### src/rtl/seven_seg_scan_drv.sv
// seven_seg_scan_drv: 4-digit common-anode multiplexed scan driver with
// per-frame snapshot, per-slot ghost blanking and per-digit blink.
module seven_seg_scan_drv #(
    parameter int SCAN_DIV     = 50000,
    parameter int BLANK_CYC    = 16,
    parameter int BLINK_FRAMES = 128
) (
    input  logic        clk,
    input  logic        rst,
    input  logic [31:0] disp_num,
    input  logic        hi_sel,
    input  logic        graph_mode,
    input  logic [3:0]  point,
    input  logic [3:0]  blink_en,
    output logic [3:0]  AN,
    output logic [7:0]  SEGMENT
);
    localparam int CW = $clog2(SCAN_DIV);
    localparam int FW = BLINK_FRAMES > 1 ? $clog2(BLINK_FRAMES) : 1;
    localparam logic [6:0] HEX [16] = '{
        7'h40, 7'h79, 7'h24, 7'h30, 7'h19, 7'h12, 7'h02, 7'h78,
        7'h00, 7'h10, 7'h08, 7'h03, 7'h46, 7'h21, 7'h06, 7'h0E
    };

    logic [CW-1:0] cnt_q, cnt_d;
    logic [1:0]    dig_q, dig_d;
    logic [FW-1:0] frm_q, frm_d;
    logic          blink_ph_q, blink_ph_d;
    logic          load_q, load_d;
    logic [31:0]   num_q, num_d;
    logic          hi_sel_q, hi_sel_d;
    logic          graph_q, graph_d;
    logic [3:0]    point_q, point_d;
    logic [3:0]    blink_en_q, blink_en_d;
    logic [3:0]    an_q, an_d;
    logic [7:0]    seg_q, seg_d;
    logic          slot_end, frame_end, frm_wrap, snap, blank;
    logic [3:0]    nib;

    always_comb begin
        slot_end   = cnt_q == CW'(SCAN_DIV - 1);
        frame_end  = slot_end && dig_q == 2'd3;
        frm_wrap   = frm_q == FW'(BLINK_FRAMES - 1);
        cnt_d      = (load_q || slot_end) ? '0 : cnt_q + CW'(1);
        dig_d      = load_q ? 2'd0 : dig_q + {1'b0, slot_end};
        frm_d      = frame_end ? (frm_wrap ? '0 : frm_q + FW'(1)) : frm_q;
        blink_ph_d = blink_ph_q ^ (frame_end && frm_wrap);
        load_d     = 1'b0;
        snap       = load_q || frame_end;
        num_d      = snap ? disp_num : num_q;
        hi_sel_d   = snap ? hi_sel : hi_sel_q;
        graph_d    = snap ? graph_mode : graph_q;
        point_d    = snap ? point : point_q;
        blink_en_d = snap ? blink_en : blink_en_q;
        // outputs track the post-edge counters and snapshot so there is no lag
        nib        = num_d[{hi_sel_d, dig_d, 2'b00} +: 4];
        blank      = int'(cnt_d) < BLANK_CYC || (blink_en_d[dig_d] && blink_ph_d);
        an_d       = blank ? 4'hF : ~(4'b0001 << dig_d);
        seg_d      = blank ? 8'hFF :
                     graph_d ? num_d[{dig_d, 3'b000} +: 8] : {~point_d[dig_d], HEX[nib]};
    end

    always_ff @(posedge clk or posedge rst) begin
        if (rst) begin
            cnt_q      <= '0;
            dig_q      <= '0;
            frm_q      <= '0;
            blink_ph_q <= 1'b0;
            load_q     <= 1'b1;
            num_q      <= '0;
            hi_sel_q   <= 1'b0;
            graph_q    <= 1'b0;
            point_q    <= '0;
            blink_en_q <= '0;
            an_q       <= 4'hF;
            seg_q      <= 8'hFF;
        end else begin
            cnt_q      <= cnt_d;
            dig_q      <= dig_d;
            frm_q      <= frm_d;
            blink_ph_q <= blink_ph_d;
            load_q     <= load_d;
            num_q      <= num_d;
            hi_sel_q   <= hi_sel_d;
            graph_q    <= graph_d;
            point_q    <= point_d;
            blink_en_q <= blink_en_d;
            an_q       <= an_d;
            seg_q      <= seg_d;
        end
    end

    assign AN      = an_q;
    assign SEGMENT = seg_q;
endmodule

### config.mk
export PLATFORM = sky130hd
export DESIGN_NAME = seven_seg_scan_drv
export DESIGN_NICKNAME = d
export VERILOG_FILES = /design/src/rtl/seven_seg_scan_drv.sv
export SDC_FILE = /design/constraint.sdc
export NUM_CORES = 1
export LEC_CHECK = 0
export CAP_MARGIN = 25
export CORE_MARGIN = 2
export CORE_UTILIZATION = 40
export DETAILED_ROUTE_END_ITERATION = 12
export GPL_TIMING_DRIVEN = 0
export PLACE_DENSITY = 0.68
export SLEW_MARGIN = 20
export SYNTH_ARGS = -nofsm -noshare
export SYNTH_HDL_FRONTEND = slang
export SYNTH_SLANG_ARGS = --single-unit
export TNS_END_PERCENT = 30
### constraint.sdc
create_clock -name clk -period 4.9 [get_ports clk]
set_input_delay 0.98 -clock clk [delete_from_list [all_inputs] [get_ports clk]]
set_output_delay 0.98 -clock clk [all_outputs]
set_load 0.02 [all_outputs]
==> results of run 1 <==
## logic make-up after synthesis
logic type               share of synthesized area
AO/OA/AOI/OAI                               0.1437
XOR/XNOR                                   0.04064
adder cells (fa/ha/maj)                    0.02390
buffers and inverters                      0.04860
flip-flops                                  0.4337
multiplexers                               0.06082
other                                    0.0007960
AND/OR/NAND/NOR                             0.2478
## power breakdown
group	internal, uW	total (uW)	switching [uW]
Clock	357	620	262
Sequential	704	725	20.6
Combinational	108	240	133
Total	1170	1580	415
## through the flow
step                hold WS (ps)  setup WS [ps]  cell area (um2)  utilization
finish                     465.5          344.6             5753       0.5017
floorplan                  430.7           1178             4711            -
global placement           451.5          333.8             5440       0.4744
global route               494.4          19.09             5753       0.5017
detailed placement         459.3          262.5             5470       0.4770
CTS                        470.2          247.4             5733       0.4999
## flip-flops by register name, summed over array words and instances, names as in the netlist, 2 cells and up
register    count
num_q          32
AN              4
frm_q           7
dig_q           2
cnt_q          16
point_q         4
SEGMENT         8
blink_en_q      4
## cells in the final DEF, fill, tap and decap left out, drive strengths merged, types with 5 or more instances in the layout
master and count:
and2 10, xor2 9, buf 13, mux2 7, mux2i 20, a221oi 8
xnor2 12, nor2 35, nand3 14, a22oi 6, o21ai 9, inv 13
nand2 154, nor3 9, dfstp 13, dfrtp 68, clkdlybuf4s50 55, ha 9
clkbuf 30, nand4 5, a21oi 14
## worst min-delay path: cells and delay by family (launching register included)
kind	cells	cell delay, ps
flops	1	320
simple gates	2	110
## metal layers
metal | vias to the layer above | global-route usage | part of all wire
met5 | - | 0 | 0
met4 | 0 | 0.07561 | 0.024
met3 | 24 | 0.03996 | 0.060
met2 | 159 | 0.3466 | 0.46
met1 | 2011 | 0.2999 | 0.46
li1 | 1948 | - | -
## area by class of cell
type,count,area (um2)
buffer,27,176.4
sequential,81,2043
timing repair buffer,56,578.1
fill,1080,5714
multi-input combinational,400,2459
tap,143,178.9
inverter,14,55.05
clock inverter,1,5.005
clock buffer,15,257.7
## worst max path at each step
stage,startpoint,to,cells after the start
after floorplan,cnt_q[8],SEGMENT[6],15
after global placement,cnt_q[8],SEGMENT[6],15
after detailed placement,cnt_q[8],SEGMENT[6],15
after CTS,cnt_q[8],SEGMENT[6],15
after global routing,cnt_q[8],SEGMENT[6],15
final,cnt_q[8],SEGMENT[6],14
## what timing repair did
item / in CTS / in global routing
setup buffers: 0 / 0
hold buffers: 0 / 0
setup endpoints to repair: 0 / 5
gates resized for setup: 0 / 3
hold endpoints to repair: 0 / 0
==> impl_metrics.env, run 1 <==
export IMPL_status="complete, no violations"
export IMPL_synth_common_cells="154 x nand2_1, 68 x dfrtp_1, 33 x nor2_1"
export IMPL_crit_path_cell_trace="clkbuf_1 -> nor4bb_1 -> and4b_1 -> ha_1 -> xor2_2 -> o21bai_1 -> a221o_1 -> nor2_1 -> a21oi_1 -> o22ai_4 -> buf_1 -> mux2_2 -> o311ai_1 -> nand2_1"
export IMPL_viasPerCell=5.620
export IMPL_yosysWarnings=0
export IMPL_drc=0
export IMPL_diodes=0
export IMPL_dp_hpwl_mm=9.534
export IMPL_die_w_um=112.5
export IMPL_avgRoutedWirePerCell_um=17.59
export IMPL_grt_setup_unrepaired="false"
export IMPL_cp_max_fo=10
export IMPL_path_delay_family="compound AO/OA/AOI/OAI gates"
export IMPL_place_gp_congestion=0.9055
export IMPL_clockBufferDepth=2
export IMPL_grt_pass1_wl_mm=21.63
export IMPL_r2r_slack_ps=340
export IMPL_path_buf_inv=2
export IMPL_area_growth_pct=22.12
export IMPL_synth_top_area_frac=0.3612
export IMPL_min_path_cells=2
export IMPL_clk_latency_ps=340
export IMPL_synth_top_cell_by_area="dfrtp_1"
export IMPL_grt_pass1_vias=4094
export IMPL_drv_slew=0
export IMPL_fp_row_count=39
export IMPL_synthArstFlopShare=1.000
export IMPL_fin_crit_sh=0.9297
export IMPL_startpoint_type="register"
export IMPL_numCtsBuffers=9
export IMPL_dr_pass1_iters=5
export IMPL_synth_edff_count=0
export IMPL_grt_max_degree=45
export IMPL_required_ps=5170
export IMPL_vias=4142
export IMPL_p_leak_uw=0.002497
export IMPL_cts_tree="built"
export IMPL_die_h_um=112.5
export IMPL_maxCapViolCount=0
export IMPL_dp_cells=721
export IMPL_slew_headroom=0.2790
export IMPL_io_buffers=55
export IMPL_synthFlopType="dfrtp_1"
export IMPL_ant_nets=0
export IMPL_cts_root_buf="clkbuf_16"
export IMPL_track_usage=0.2177
export IMPL_holdCritPathClass="reg -> reg"
export IMPL_cts_sinks=81
export IMPL_drive_gt1_frac=0.1044
export IMPL_crit_type="reg -> reg"
export IMPL_h_tree_depth=3
export IMPL_fmax_mhz=219.5
export IMPL_crit_arrival_ps=4820
export IMPL_io_pins=56
export IMPL_tns_ps=0
export IMPL_finalSetupViolCount=0
export IMPL_final_nets=642
export IMPL_irDropWorstVdd_uv=244.7
export IMPL_min_from="point_q[0]"
export IMPL_ys_top_cells_by_area="dfrtp_1 36%, nand2_1 12%, dfstp_2 7.3%"
export IMPL_pwr_density_cell_nw_per_um2=275.4
export IMPL_clkSlewWorstSetupHoldPaths_ps=60
export IMPL_worstSetupEndpointType="register"
export IMPL_die_area_um2=12660
export IMPL_hold_viol_final=0
export IMPL_synthCells=522
export IMPL_start_util=0.4108
export IMPL_power_uw=1584
export IMPL_fin_skew_ps=4.525
export IMPL_cp_slowest_cell="xor2_2"
export IMPL_synth_most_common_cell="nand2_1"
export IMPL_overflow=0
export IMPL_netlist_cell_type_count=81
export IMPL_r2r_end="SEGMENT[6]"
export IMPL_avgSynthCellArea_um2=9.024
export IMPL_antenna_found_initial=0
export IMPL_fin_cells=737
export IMPL_syn_nets=575
export IMPL_worst_r2r_cell_count=14
export IMPL_drt_initial_drc_count=460
export IMPL_seq_area_frac_synth=0.4337
export IMPL_core_area_um2=11470
export IMPL_wl_mm=12.97
export IMPL_holdPathEnd="point_q[0]"
export IMPL_min_period_ps=4555
export IMPL_reg2reg_from="cnt_q[8]"
export IMPL_crit_path_max_incr_delay_ps=460
export IMPL_mappedNetlistArea_um2=4711
export IMPL_synth_seq_cells=81
export IMPL_tightest_slew_ps=1079
Power figures use the tool's default switching activity.
==> run 2: changes to the inputs <==
- clock period: 4.9 -> 4.2 ns (I/O delays scaled with it)
==> run 2 against run 1 <==
  * Critical path depth increased by 2
  * Clock skew about the same
  * Clock-buffer cell count unchanged
==> impl_metrics.env, run 2 (same netlist as run 1, synthesis figures left out) <==
export IMPL_dr_pass1_iters=5
export IMPL_die_h_um=112.5
export IMPL_place_gp_congestion=0.9055
export IMPL_clk_latency_ps=340
export IMPL_cts_sinks=81
export IMPL_path_delay_family="compound AO/OA/AOI/OAI gates"
export IMPL_min_from="point_q[0]"
export IMPL_fin_skew_ps=4.697
export IMPL_finalSetupViolCount=0
export IMPL_numCtsBuffers=9
export IMPL_startpoint="cnt_q[0]"
export IMPL_core_area_um2=11470
export IMPL_overflow=0
export IMPL_viasPerCell=5.646
export IMPL_startpoint_type="register"
export IMPL_fp_row_count=39
export IMPL_path_buf_inv=2
export IMPL_hold_buffers=0
export IMPL_h_tree_depth=3
export IMPL_hold_viol_final=0
export IMPL_grt_busiest_layer="met2"
export IMPL_final_area_um2=5869
export IMPL_avgRoutedWirePerCell_um=17.53
export IMPL_drc=0
export IMPL_cp_slowest_cell="dfrtp_1"
export IMPL_final_nets=648
export IMPL_grt_util_met2=0.3470
export IMPL_largest_reg_flops=32
export IMPL_cts_tree="built"
export IMPL_crit_path_cell_trace="ha_1 -> and4b_1 -> and4b_1 -> ha_2 -> xnor2_4 -> nor3_4 -> buf_4 -> a221oi_1 -> mux2i_1 -> a211oi_2 -> a31o_2 -> inv_1 -> ha_1 -> mux2_2 -> o311ai_1 -> nand2_1"
export IMPL_final_cell_mix="154 x nand2_1, 68 x dfrtp_1, 55 x clkdlybuf4s50_1, 32 x nor2_1, 19 x mux2i_1"
export IMPL_diodes=0
export IMPL_die_w_um=112.5
export IMPL_fin_crit_sh=0.9563
export IMPL_area_growth_pct=24.59
export IMPL_holdCritPathClass="reg -> reg"
export IMPL_final_common_cell="nand2_1"
export IMPL_ant_nets=0
export IMPL_wl_mm=13.03
export IMPL_min_period_ps=4017
export IMPL_clkSlewWorstSetupHoldPaths_ps=60
export IMPL_grt_met3_usage=0.03942
export IMPL_grt_pass1_vias=4091
export IMPL_grt_max_degree=45
export IMPL_worstSetupEndpointType="register"
export IMPL_pwr_density_cell_nw_per_um2=315.2
export IMPL_io_buffers=55
export IMPL_status="complete, no violations"
export IMPL_crit_arrival_ps=4280
export IMPL_irDropWorstVdd_uv=288.6
export IMPL_reg2reg_from="cnt_q[0]"
export IMPL_cts_root_buf="clkbuf_16"
export IMPL_track_usage=0.2188
export IMPL_die_area_um2=12660
export IMPL_dp_hpwl_mm=9.534
export IMPL_required_ps=4460
export IMPL_fmax_mhz=249.0
export IMPL_place_area_um2=5470
export IMPL_vias=4195
export IMPL_drt_initial_drc_count=461
export IMPL_worst_slack_ps=183.4
export IMPL_cp_max_fo=7
export IMPL_p_leak_uw=0.002545
export IMPL_tightest_slew_ps=709.8
export IMPL_maxCapViolCount=0
export IMPL_crit_type="reg -> reg"
export IMPL_drive_gt1_frac=0.1333
export IMPL_largest_register="num_q"
export IMPL_start_util=0.4108
export IMPL_clockBufferDepth=2
export IMPL_drv_slew=0
export IMPL_crit_path_max_incr_delay_ps=410
export IMPL_grt_pass1_wl_mm=21.69
export IMPL_pre_cts_ws_ps=-437.5
export IMPL_io_pins=56
export IMPL_use_met1=0.3019
export IMPL_antenna_found_initial=0
export IMPL_slew_headroom=0.5224
## run 2: stage by stage
stage | power (uW) | hold slack, ps | setup TNS (ps) | utilization | std cells
after global routing | 1939 | 494.4 | -2.204 | 0.5118 | 743
final | 1850 | 466.3 | 0 | 0.5118 | 743
after detailed placement | 1133 | 459.3 | -1972 | 0.4770 | 721
after floorplan | 1026 | 430.7 | 0 | - | 522
after global placement | 1120 | 451.5 | -6445 | 0.4744 | 720
after CTS | 1860 | 470.2 | 0 | 0.5059 | 738
## run 2: power breakdown
group	internal [uW]	switching, uW	leakage [uW]
sequential	822	24.0	0.00100
combinational	129	155	0.00141
clock	417	303	0.000128
## run 2: path summary, 6_finish.rpt
kind	end	slack (ps)	cells after the start
max	SEGMENT[6]	180	16
min	point_q[0]	470	2
max reg2reg	SEGMENT[6]	180	16
min reg2reg	point_q[0]	470	2
max in group asynchronous	AN[1]	2670	3
min in group asynchronous	num_q[4]	900	2
## run 2: metal layers
layer | vias up | share of wire
li1 | 1960 | -
met1 | 2058 | 0.46
met2 | 149 | 0.46
met3 | 28 | 0.057
met4 | 0 | 0.022
met5 | - | 0
## run 2: worst register-to-register path, cell delays in order (launching register included)
cell      delay (ps)
dfrtp_1          410
ha_1             260
and4b_1          230
and4b_1          220
ha_2             240
xnor2_4          360
nor3_4            90
buf_4            160
a221oi_1         340
mux2i_1          140
a211oi_2         240
a31o_2           230
inv_1            120
ha_1             270
mux2_2           280
o311ai_1         240
nand2_1          100
## run 2: what timing repair did
action                                  in CTS  in global routing
endpoints found under the setup margin       7                  7
gates resized for setup                      9                  8
endpoints found under the hold margin        0                  0
setup buffers                                2                  6
pin swaps                                    2                  1
## run 2: layout make-up
cell class                      count  area (um2)
Fill cell                        1078        5598
Tap cell                          143       178.9
Clock buffer                       15       257.7
Inverter                           14       55.05
Buffer                             25       171.4
Multi-Input combinational cell    400        2520
Timing Repair Buffer               64       638.1
Sequential cell                    81        2043
Clock inverter                      1       5.005
